### config.mk
export PLATFORM = sky130hd
export DESIGN_NAME = decoder_scan
export DESIGN_NICKNAME = d
export VERILOG_FILES = /design/src/rtl/decoder_scan.sv
export SDC_FILE = /design/constraint.sdc
export NUM_CORES = 1
export LEC_CHECK = 0
export ABC_CLOCK_PERIOD_IN_PS = 1460
export CAP_MARGIN = 20
export CORE_AREA = 2 2 39 41
export DETAILED_ROUTE_END_ITERATION = 10
export DIE_AREA = 0 0 41 43
export GPL_TIMING_DRIVEN = 0
export PLACE_DENSITY = 0.66
export SYNTH_ARGS = -nofsm -noshare
export SYNTH_HDL_FRONTEND = slang
export SYNTH_SLANG_ARGS = --single-unit
### constraint.sdc
create_clock -name clk -period 1.46 [get_ports clk]
set_clock_uncertainty 0.15 [all_clocks]
set_input_delay 0.438 -clock clk [delete_from_list [all_inputs] [get_ports clk]]
set_output_delay 0.438 -clock clk [all_outputs]
set_load 0.005 [all_outputs]
### src/rtl/decoder_scan.sv
// Registered binary-to-one-hot select decoder with range checking and an
// optional self-scanning mode for display/LED-matrix multiplexing.
module decoder_scan #(
  parameter int unsigned W          = 2,
  parameter int unsigned N          = 4,
  parameter int unsigned DIV        = 4,
  parameter int unsigned ACTIVE_LOW = 0
) (
  input  logic                clk,
  input  logic                rst,
  input  logic                en,
  input  logic                mode,
  input  logic [W-1:0]        code,
  input  logic                blank,
  output logic [(2**W)-1:0]   onehot,
  output logic [W-1:0]        index,
  output logic                wrap,
  output logic                oor
);

  localparam int unsigned OW = 2 ** W;
  localparam int unsigned PW = (DIV > 1) ? $clog2(DIV) : 1;
  localparam logic [OW-1:0] INACTIVE = (ACTIVE_LOW != 0) ? {OW{1'b1}} : {OW{1'b0}};

  logic [W-1:0]  index_q, index_d;
  logic [PW-1:0] pre_q, pre_d;
  logic          wrap_q, wrap_d;
  logic          oor_q, oor_d;
  logic [OW-1:0] onehot_q, onehot_d;
  logic [OW-1:0] raw_d;

  // Next index, prescaler, wrap and range flag.
  always_comb begin
    index_d = index_q;
    pre_d   = pre_q;
    wrap_d  = 1'b0;
    oor_d   = oor_q;
    if (!mode) begin
      if (en) begin
        index_d = code;
        oor_d   = ({1'b0, code} >= (W+1)'(N));
        pre_d   = '0;
      end
    end else begin
      oor_d = 1'b0;
      if (en) begin
        if (pre_q == PW'(DIV - 1)) begin
          pre_d = '0;
          if ({1'b0, index_q} < (W+1)'(N - 1)) begin
            index_d = index_q + W'(1);
          end else begin
            index_d = '0;
            wrap_d  = 1'b1;
          end
        end else begin
          pre_d = pre_q + PW'(1);
        end
      end
    end
  end

  // Decode from next-state values so onehot lines up with index; outputs
  // at or above N are unused and never driven active.
  always_comb begin
    raw_d = '0;
    for (int unsigned i = 0; i < OW; i++) begin
      raw_d[i] = (index_d == W'(i)) && (i < N) && !oor_d && !blank;
    end
    onehot_d = raw_d ^ INACTIVE;
  end

  always_ff @(posedge clk or posedge rst) begin
    if (rst) begin
      index_q  <= '0;
      pre_q    <= '0;
      wrap_q   <= 1'b0;
      oor_q    <= 1'b0;
      onehot_q <= INACTIVE;
    end else begin
      index_q  <= index_d;
      pre_q    <= pre_d;
      wrap_q   <= wrap_d;
      oor_q    <= oor_d;
      onehot_q <= onehot_d;
    end
  end

  assign onehot = onehot_q;
  assign index  = index_q;
  assign wrap   = wrap_q;
  assign oor    = oor_q;

endmodule

* Word level (Yosys, flattened, before mapping)
Cells that the tools add are included.
Storage, ports and cells: register bits 10, word-level logic and storage cells 38
Operators by class: eq/ne operators 4, magnitude comparators 1, muxes and demuxes 15, add/subtract/negate cells 2, reductions and logical operators 11
Operator list (number):
- $mux W2 | 9
- $logic_and A1 B1 Y1 | 8
- $eq A2 B2 Y1 const B | 3
- $mux W1 | 6
- $add A2 B1 Y2 const B | 2
- $eq A2 B1 Y1 const B | 1
- $logic_not A1 Y1 | 2
- $logic_not A2 Y1 | 1
- $lt A2 B2 Y1 const B | 1

* Longest topological paths before layout
depth in word-level cells 8, mapped depth 6, mapped depth without buffers 6

* Worst setup path before layout
No wires, ideal clock.
kind register -> register, start reg index_q[0], in the netlist index[0], end reg onehot_q[2], in the netlist onehot[2], clock period less this slack 1.424 ns, buffers on the path 0, path slack 0.036 ns, stages on the path, launching flop included 5, required time 1.190 ns, arrival time 1.155 ns, cells stage by stage dfrtp_1 ha_1 o32ai_2 a22oi_2 and3_1
Between the ends: cells in the longest elaborated chain, start to end 8, elaborated cells on any way between the ends 10, classes of those cells add/sub: 1; order compare: 1; eq/ne: 1; mux: 5; reduce/logical: 2
RTL lines:
- start, declared | line 25 | logic [W-1:0] index_q, index_d;
- start signal, assigned | line 80 | index_q <= index_d;
- $add A2 B1 Y2 / $lt A2 B2 Y1 (equally long branches) | line 50, 49
- $mux W2 | line 49 | if ({1'b0, index_q} < (W+1)'(N - 1)) begin
- $mux W2 | line 47 | if (pre_q == PW'(DIV - 1)) begin
- $mux W2 | line 46 | if (en) begin
- $mux W2 * | line 38 | if (!mode) begin
- $eq A2 B2 Y1 * | line 67 | raw_d[i] = (index_d == W'(i)) && (i < N) && !oor_d && !blank;
- $logic_and A1 B1 Y1 * (2 in a row) | line 67
- named net onehot_d[2] | line 29 | logic [OW-1:0] onehot_q, onehot_d;
- end signal, assigned | line 84 | onehot_q <= onehot_d;
- end, declared | line 29
Mark *: on every way through the listed nets, which the timed path passes. The rest lies on a longest branch. A chain may end at the register's enable or synchronous reset.

* Final worst setup path
start reg index_q[0], in the netlist index[0], end reg onehot_q[2], in the netlist onehot[2]
Between the ends: cells in the longest elaborated chain, start to end 8, elaborated cells on any way between the ends 10, classes of those cells add/sub: 1; order compare: 1; eq/ne: 1; mux: 5; reduce/logical: 2
RTL lines (line):
- $add A2 B1 Y2 / $lt A2 B2 Y1 (equally long branches) | 50, 49
- $mux W2 * | 49
- $mux W2 * | 47
- $mux W2 * | 46
- $mux W2 * | 38
- named net index_d[1] | 25
- $eq A2 B2 Y1 * | 67
- $logic_and A1 B1 Y1 * (2 in a row) | 67
- named net onehot_d[2] | 29
Marked as above.

==> metrics.yaml <==
hpwl_um: 602
period_share_pct: 104
cap_viol_max_count: 0
die_w_um: 41
cts_root_buf: "clkbuf_4"
fin_ws_ns: -0.0613
fp-row-count: 14
detail_route.wl_per_cell_um: 12.2
wl_um: 938
power.total_mw: 0.733
synth_cell_type_count: 20
gp_congestion: 0.716
diodes: 0
worst_pin_slew_ns: 0.384
ys_ff_latch: 10
ios: 15
cts_tree: "yes"
syn_area_per_cell_um2: 11.5
drive_above_1_share_pct: 44.3
crit_chain: "buf_6 -> ha_4 -> nor3b_4 -> nor3_2 -> and3_1"
slew_viol_final: 0
antenna_found_initial: 0
clkSinkCount: 10
setup_viol: 3
whs_ns: 0.314
syn-cell-area_um2: 447
die_area_um2: 1760
yosysSeqAreaShare_pct: 56.0
drcViolationCount: 0
grt_pass1_vias: 309
portBuffers: 13
crit_required_ns: 1.45
die_h_um: 43
worst_setup_path_start_kind: "register"
floorplan.initialDensity_pct: 32.3
layout.area.seq_um2: 250
power.density_nw_per_um2: 1020
layout.nets: 72
synth-edff-count: 0
peakVddDrop_mv: 0.458
ant_nets: 0
fin_util_pct: 52.0
cts.clk_slew.worst_paths_ns: 0.06
cts.htree.levels: 1
status: "finished with violations"
hold_violations: 0
first_pass_iters: 3
critPathCaptureType: "register"
n_fill_cell: 135
track_usage_pct: 12.5
crit_path_max_fanout: 3
grt_max_degree: 11
critPathMaxStageDelay_ns: 0.38
grt_pass1_wl_mm: 1.42
finalSetupTns_ns: -0.114
yosys_warnings: 0
fin_crit_ns: 1.52
timing.fmax_ghz: 0.657
slew_headroom_pct: 74.4
rsz0062_at_grt: "true"
via_per_inst: 4.39
cts_hold_buffers: 0
clock_path_buffers: 2
area_growth_pct: 61.1
worstSetupPathType: "reg2reg"
async_flop_share_pct: 100
core_area_um2: 1380
synthCells: 39
holdCritPathClass: "in2async"
yosys_most_used_dff: "dfrtp_1"
crit_arrival_ns: 1.51
place_ws_ns: -0.533
vias: 338
syn_nets: 48
cts_buffers: 3
drt_iter0_markers: 6
leakagePower_nw: 0.328
grt-ovfl-total: 0
multi_input_area_um2: 233
violations: "setup timing"
cpMaxStageDelayCell: "dfrtp_1"
worstSkewPairLatency_ns: 0.25
==> layer usage <==
layer | wire [um] | up-vias | global-route usage [%]
li1 | - | 176 | -
met1 | 415 | 153 | 16.8
met2 | 477 | 9 | 17.8
met3 | 45 | 0 | 3.66
met4 | 0 | 0 | 6.00
met5 | 0 | - | 0
==> registers in the layout, indices dropped and copies added (netlist names) <==
signal and cells:
index 2, onehot 4, oor 1, pre_q 2, wrap 1
==> critical path, delay by kind of cell, from the launching register on <==
family / cells / cell delay, ns
simple gates: 3 / 0.51
buf+inv: 1 / 0.13
flops: 1 / 0.38
fa+ha+maj: 1 / 0.24
==> per-stage QoR <==
stage               area [um2]  std cells
CTS                        683         74
global route               719         77
detailed placement         597         68
global placement           597         68
floorplan                  447         39
finish                     719         77
==> final cells by class <==
cell class | instances | share of cell area, %
plain buffers | 1 | 0.696
clock buffers | 3 | 3.13
inverters | 4 | 2.09
multi-input cells | 24 | 32.3
flip-flops and latches | 10 | 34.8
well taps | 16 | 2.78
repair buffers | 19 | 24.2
==> where the power goes <==
group | switching (mW) | internal, mW | leakage (nW) | total, mW
sequential | 0.0169 | 0.309 | 0.131 | 0.326
combinational | 0.100 | 0.131 | 0.183 | 0.231
clock | 0.0817 | 0.0946 | 0.0138 | 0.176
total | 0.199 | 0.534 | 0.328 | 0.733
==> cells in the mapped netlist (2+ instances only) <==
master / n / area share, %
dfrtp_1: 10 / 56
nor2_1: 5 / 4.2
inv_1: 3 / 2.5
and3_1: 2 / 2.8
ha_1: 2 / 5.6
nand2_1: 2 / 1.7
nor3b_1: 2 / 3.4
==> cell usage in the layout, fill, tap and decap left out <==
cell type | synthesis | final
nand2_2 | 1 | 2
clkdlybuf4s15_1 | 0 | 6
a22oi_2 | 1 | 1
and3_4 | 0 | 1
buf_4 | 0 | 4
clkdlybuf4s50_1 | 0 | 4
ha_2 | 0 | 1
o21ai_0 | 1 | 1
clkbuf_2 | 0 | 2
clkbuf_4 | 0 | 3
clkdlybuf4s15_2 | 0 | 1
buf_2 | 1 | 1
nand2b_4 | 0 | 1
a21oi_2 | 0 | 1
inv_1 | 3 | 3
nand2_1 | 2 | 1
nor3b_1 | 2 | 2
nor3b_4 | 0 | 1
inv_2 | 1 | 1
o31ai_2 | 0 | 1
nand3_1 | 1 | 1
buf_6 | 0 | 2
ha_4 | 0 | 1
o32ai_4 | 0 | 1
nor2_1 | 5 | 5
dfrtp_1 | 10 | 10
mux2_2 | 1 | 1
and3_1 | 2 | 1
nor3_2 | 1 | 1
==> path summary, 6_finish.rpt <==
path | from | endpoint | slack (ns) | cells after the start
min in group clk | en | wrap$_DFF_PP0_ | 0.36 | 3
worst min register to register | pre_q[0]$_DFFE_PP0P_ | pre_q[0]$_DFFE_PP0P_ | 0.40 | 1
worst min-delay path | rst | pre_q[0]$_DFFE_PP0P_ | 0.31 | 2
worst max-delay path | index[0]$_DFF_PP0_ | onehot[2]$_DFF_PP0_ | -0.06 | 5
worst max register to register | index[0]$_DFF_PP0_ | onehot[2]$_DFF_PP0_ | -0.06 | 5
max in group asynchronous | rst | index[0]$_DFF_PP0_ | 0.57 | 2
==> timing repair <==
item / CTS / global route
pin swaps: 7 / 5
endpoints found under the setup margin: 15 / 9
gates resized for setup: 23 / 9
endpoints found under the hold margin: 0 / 0
setup buffers: 3 / 3
==> cells by family (layout without fill, tap and decap cells) <==
logic type,after synthesis,count (layout),share of synthesized area [%]
buffers and inverters,5,27,4.48
AND/OR/NAND/NOR,16,16,21.0
adder cells (fa/ha/maj),2,2,5.60
AO/OA/AOI/OAI,5,5,10.4
flip-flops,10,10,56.0
multiplexers,1,1,2.52
Power figures use the tool's default switching activity.
